--- config.mk ---
export PLATFORM = sky130hd
export DESIGN_NAME = stack_seq
export DESIGN_NICKNAME = d
export VERILOG_FILES = /design/src/rtl/stack_seq.sv
export SDC_FILE = /design/constraint.sdc
export NUM_CORES = 1
export LEC_CHECK = 0
export BUFFER_PORTS_ARGS = -buffer_cell sky130_fd_sc_hd__buf_2
export CAP_MARGIN = 20
export CORE_MARGIN = 2
export CORE_UTILIZATION = 44
export DETAILED_ROUTE_END_ITERATION = 16
export GPL_ROUTABILITY_DRIVEN = 0
export GPL_TIMING_DRIVEN = 0
export PLACE_DENSITY = 0.87
export SYNTH_ARGS = -nofsm -noshare
export SYNTH_HDL_FRONTEND = slang
export SYNTH_SLANG_ARGS = --single-unit
--- constraint.sdc ---
create_clock -name clock -period 2 [get_ports clock]
set_input_delay 0.6 -clock clock [delete_from_list [all_inputs] [get_ports clock]]
set_output_delay 0.6 -clock clock [all_outputs]
set_load 0.02 [all_outputs]
--- src/rtl/stack_seq.sv ---
// Stack access sequencer for the 8051 core: owns SP (SFR 81h) and sequences PUSH/POP/CALL/RET RAM cycles.
// Optional build macro STACK_GUARD_EN enables overflow/underflow guarding with a sticky stack_err flag.
module stack_seq #(
    parameter logic [7:0] RST_SP      = 8'h07,
    parameter logic [7:0] SFR_SP_ADDR = 8'h81
) (
    input  logic        clock,
    input  logic        reset,
    input  logic        start,
    input  logic [1:0]  op,
    input  logic [7:0]  push_data,
    input  logic [15:0] pc_in,
    input  logic        sfr_wr,
    input  logic        sfr_wr_bit,
    input  logic [7:0]  sfr_addr,
    input  logic [7:0]  sfr_wdata,
    input  logic [7:0]  ram_rdata,
    output logic [7:0]  ram_addr,
    output logic [7:0]  ram_wdata,
    output logic        ram_we,
    output logic        ram_re,
    output logic        busy,
    output logic        done,
    output logic [7:0]  pop_data,
    output logic [15:0] pc_out,
    output logic [7:0]  sp_out,
    output logic        stack_err
);

    typedef enum logic [2:0] {
        S_IDLE, S_WR1, S_WR2, S_RD1, S_RD2, S_CAP, S_DONE
    } state_t;

    localparam logic [1:0] OP_PUSH = 2'b00;
    localparam logic [1:0] OP_POP  = 2'b01;
    localparam logic [1:0] OP_CALL = 2'b10;
    localparam logic [1:0] OP_RET  = 2'b11;

    state_t      state_q, state_d;
    logic [7:0]  sp_q, sp_d;
    logic [1:0]  op_q, op_d;
    logic [15:0] wbuf_q, wbuf_d;
    logic [7:0]  pop_q, pop_d;
    logic [15:0] pc_q, pc_d;
    logic        err_q, err_d;

    logic        sp_wr;
    logic [7:0]  sp_eff;
    logic        guard_viol;

    // An SP write in the accept cycle bypasses into the operation's address math.
    assign sp_wr  = (state_q == S_IDLE) & sfr_wr & ~sfr_wr_bit & (sfr_addr == SFR_SP_ADDR);
    assign sp_eff = sp_wr ? sfr_wdata : sp_q;

`ifdef STACK_GUARD_EN
    always_comb begin
        case (op)
            OP_PUSH: guard_viol = (sp_eff == 8'hFF);
            OP_CALL: guard_viol = (sp_eff >= 8'hFE);
            OP_POP:  guard_viol = (sp_eff <= RST_SP);
            default: guard_viol = (sp_eff <= RST_SP + 8'd1);
        endcase
    end
`else
    assign guard_viol = 1'b0;
`endif

    always_ff @(posedge clock or negedge reset) begin
        if (!reset) state_q <= S_IDLE;
        else        state_q <= state_d;
    end

    always_comb begin
        state_d = state_q;
        case (state_q)
            S_IDLE: if (start) begin
                if (guard_viol)                          state_d = S_DONE;
                else if (op == OP_PUSH || op == OP_CALL) state_d = S_WR1;
                else                                     state_d = S_RD1;
            end
            S_WR1:   state_d = (op_q == OP_CALL) ? S_WR2 : S_DONE;
            S_WR2:   state_d = S_DONE;
            S_RD1:   state_d = (op_q == OP_RET) ? S_RD2 : S_CAP;
            S_RD2:   state_d = S_CAP;
            S_CAP:   state_d = S_DONE;
            S_DONE:  state_d = S_IDLE;
            default: state_d = S_IDLE;
        endcase
    end

    always_comb begin
        ram_we    = 1'b0;
        ram_re    = 1'b0;
        ram_addr  = 8'h00;
        ram_wdata = 8'h00;
        busy      = (state_q != S_IDLE);
        done      = (state_q == S_DONE);
        case (state_q)
            S_WR1: begin
                ram_we    = 1'b1;
                ram_addr  = sp_q + 8'd1;
                ram_wdata = wbuf_q[7:0];
            end
            S_WR2: begin
                ram_we    = 1'b1;
                ram_addr  = sp_q + 8'd1;
                ram_wdata = wbuf_q[15:8];
            end
            S_RD1, S_RD2: begin
                ram_re   = 1'b1;
                ram_addr = sp_q;
            end
            default: ;
        endcase
    end

    // Datapath next-state: SP moves one step per RAM access, read data lands a cycle later.
    always_comb begin
        sp_d   = sp_q;
        op_d   = op_q;
        wbuf_d = wbuf_q;
        pop_d  = pop_q;
        pc_d   = pc_q;
        err_d  = err_q;
        case (state_q)
            S_IDLE: begin
                sp_d = sp_eff;
                if (start) begin
                    op_d   = op;
                    wbuf_d = (op == OP_CALL) ? pc_in : {8'h00, push_data};
                    err_d  = guard_viol;
                end
            end
            S_WR1, S_WR2: sp_d = sp_q + 8'd1;
            S_RD1:        sp_d = sp_q - 8'd1;
            S_RD2: begin
                sp_d       = sp_q - 8'd1;
                pc_d[15:8] = ram_rdata;
            end
            S_CAP: begin
                if (op_q == OP_RET) pc_d[7:0] = ram_rdata;
                else                pop_d     = ram_rdata;
            end
            default: ;
        endcase
    end

    always_ff @(posedge clock or negedge reset) begin
        if (!reset) begin
            sp_q   <= RST_SP;
            op_q   <= OP_PUSH;
            wbuf_q <= 16'h0000;
            pop_q  <= 8'h00;
            pc_q   <= 16'h0000;
            err_q  <= 1'b0;
        end else begin
            sp_q   <= sp_d;
            op_q   <= op_d;
            wbuf_q <= wbuf_d;
            pop_q  <= pop_d;
            pc_q   <= pc_d;
            err_q  <= err_d;
        end
    end

    assign pop_data  = pop_q;
    assign pc_out    = pc_q;
    assign sp_out    = sp_q;
    assign stack_err = err_q;

endmodule

==> impl_metrics.tcl <==
set metrics [dict create \
    initial_core_util 0.4497 \
    root_buffer "clkbuf_8" \
    switching_share 0.4421 \
    clock_skew_ps 5.490 \
    stdcell_count 514 \
    status "complete, but fails checks" \
    yosysSeqAreaShare 0.4739 \
    p_comb_frac 0.648 \
    crit_path_end_kind "primary output" \
    fin_nets 493 \
    rsz0062_at_grt "yes" \
    dieHeight_um 83.87 \
    htreeDepth 2 \
    cp_top_family "flip-flops" \
    synth.avg_cell_area_um2 9.882 \
    ys_types 54 \
    core_area_mm2 0.006241 \
    first_pass_iters 4 \
    worstMarginPinSlew_ps 773.0 \
    wirelength_met1_um 3183 \
    die_area_mm2 0.007033 \
    final_cell_mix "buf_2, dfrtp_1, buf_4, nand2_1, o21ai_0" \
    grt_pass1_vias 2700 \
    rows 29 \
    io_pins 108 \
    critPathKind "flop to primary output" \
    period_needed_ps 2521 \
    crit_buf_inv 1 \
    area_growth_pct 46.14 \
    grt_first_pass_wirelength_um 12560 \
    die_w_um 83.87 \
    p_sw_w 0.003237 \
    finalWirelength_um 8138 \
    maxCapViolCount 0 \
    grt_max_degree 32 \
    ir_worst_vdd_uv 1061 \
    wl_met3_um 467 \
    async_reset_ff_frac 1.000 \
    pwr-share-clk 0.082 \
    gr-usage-all-layers 0.2192 \
    wl_per_cell_um 15.83 \
    routed-via-count 2822 \
    grt_antenna_before_repair 0 \
    synth_nets 341 \
    drc 0 \
    finalWorstSetupSlack_ps -520.9 \
    start_kind "flop" \
    via_per_inst 5.490 \
    maxSlewHeadroom 0.4847 \
    p_int_w 0.004086 \
    fmax_ghz 0.3967 \
    power.density_mw_per_mm2 1785 \
    sequentialPowerShare 0.270 \
    cts_buffers 5 \
    worstSkewPairLatency_ps 300 \
    whs_ps 367.9 \
    nFillCells 488 \
    cts.clk_slew.worst_paths_ps 100 \
    antenna_left 0 \
    dp_hpwl_um 5112 \
    final_common_cell "buf_2" \
    post-route-period-util 1.260 \
    cts_buffer_depth 2 \
    cp_max_fo 4 \
    cts_tree "yes" \
    routed.top_layer "met4" \
    met2_length_um 4313 \
    critPathMaxStageDelay_ps 600 \
    arrival_ps 1920 \
    drive_gt1_frac 0.5195 \
    leakagePower_nw 1.951 \
    netlist_area_mm2 0.002806 \
    multi_input_area_mm2 0.001473 \
    crit_chain "ha_4, and3_4, nand3_4, and2_4, o21ai_4, o31ai_4, buf_6" \
    grt_overflow 0 \
    synthFlopType "dfrtp_1" \
    ys_ff_latch 53 \
    hold_path.class "input pin to asynchronous set/reset pin" \
    dp_cells 468 \
    diodes 0 \
    failed_checks "negative setup slack" \
    ys_warn_count 0 \
    syn-instance-count 284 \
    cts_sinks 53 \
    port_buffers 106 \
    fin_setup_tns_ps -5542 \
    synth_edf_count 0 \
    hold_viol_final 0 \
    slew_violations 0 \
    finalSetupViolations 20 \
    seqCellArea_mm2 0.001331 \
    required_ps 1400 \
    critPathSlowestCell "dfstp_2" \
    drt_iter0_drc 163 \
]
==> Yosys cell counts (3+ instances only) <==
library cell | number | share of area
a21oi_1 | 13 | 0.023
dfstp_2 | 3 | 0.028
inv_1 | 6 | 0.0080
nand3_1 | 4 | 0.0071
nand2_1 | 37 | 0.049
clkbuf_1 | 8 | 0.011
a21o_1 | 4 | 0.011
buf_2 | 8 | 0.014
nor2b_1 | 3 | 0.0067
dfrtp_1 | 50 | 0.45
buf_4 | 3 | 0.0080
a22oi_1 | 9 | 0.024
o31ai_1 | 3 | 0.0080
o21ai_0 | 35 | 0.062
mux2_2 | 26 | 0.10
mux2i_1 | 8 | 0.029
nor2_1 | 17 | 0.023
==> worst reg2reg max path, cell delays in order (launching register included) <==
cell	delay, ps
dfrtp_1	400
buf_6	140
buf_4	150
nor3_4	150
buf_4	150
buf_4	120
or2_2	110
buf_2	220
nand2_1	100
a21oi_1	210
a2bb2oi_1	210
==> cells by family after synthesis <==
logic type	count (synthesis)	synth area share
mux	34	0.1329
other cells	1	0.001336
fa+ha+maj	2	0.008915
buf+inv	28	0.05038
compound gates	81	0.1766
xor+xnor	2	0.006243
simple gates	83	0.1498
flops	53	0.4739
==> final cells by class <==
cell class,count,share of cell area
multi-input cells,203,0.3591
flip-flops and latches,53,0.3246
repair buffers,148,0.2303
plain buffers,18,0.03325
well taps,77,0.02349
clock buffers,6,0.01769
inverters,7,0.007932
clock inverters,2,0.003661
==> through the flow <==
| step | power [W] | instance area (um2) | worst slack, ps | utilization |
|---|---|---|---|---|
| final | 0.007323 | 4101 | -520.9 | 0.6572 |
| after global routing | 0.007775 | 4101 | -580.6 | 0.6572 |
| after CTS | 0.006883 | 3963 | -485.9 | 0.6349 |
| after detailed placement | 0.005613 | 3553 | -380.2 | 0.5694 |
| after global placement | 0.005469 | 3526 | -339.2 | 0.5650 |
| after floorplan | 0.004555 | 2899 | -158.8 | - |
==> final timing paths <==
path | from | endpoint | slack, ps | cells after the start
min in group clock | wbuf_q[0] | wbuf_q[0] | 490 | 2
worst max register to register | state_q[0] | sp_out[4] | -40 | 10
max in group asynchronous | reset | sp_out[0] | 980 | 2
worst min-delay path | reset | sp_out[3] | 370 | 1
worst min register to register | wbuf_q[0] | wbuf_q[0] | 490 | 2
worst max-delay path | sp_out[1] | ram_addr[6] | -520 | 7
==> metal layers <==
layer  track usage  up-vias
met3       0.03561       18
met2        0.3956      132
met4       0.07038        0
li1              -     1310
met5             0        -
met1        0.2665     1362
==> power by group through the flow <==
| stage | logic [W] | clock network [W] | registers (W) |
|---|---|---|---|
| 2_1_floorplan | 0.00220 | 0 | 0.00235 |
| 3_3_place_gp | 0.00350 | 0 | 0.00197 |
| 3_5_place_dp | 0.00360 | 0 | 0.00201 |
| 4_1_cts | 0.00429 | 0.000623 | 0.00197 |
| 5_1_grt | 0.00507 | 0.000658 | 0.00204 |
| 6_report | 0.00475 | 0.000600 | 0.00198 |
==> flip-flops by register name, summed over array words and instances, names as in the netlist <==
| register | cells |
|---|---|
| wbuf_q | 16 |
| pc_out | 16 |
| state_q | 3 |
| pop_data | 8 |
| op_q | 2 |
| sp_out | 8 |
==> repair_timing <==
action,4_1_cts,5_1_grt
gates cloned,1,0
setup buffers,29,12
endpoints found under the setup margin,28,26
hold buffers,0,0
resized for setup,36,19
pin swaps,10,6
Power figures use the tool's default switching activity.
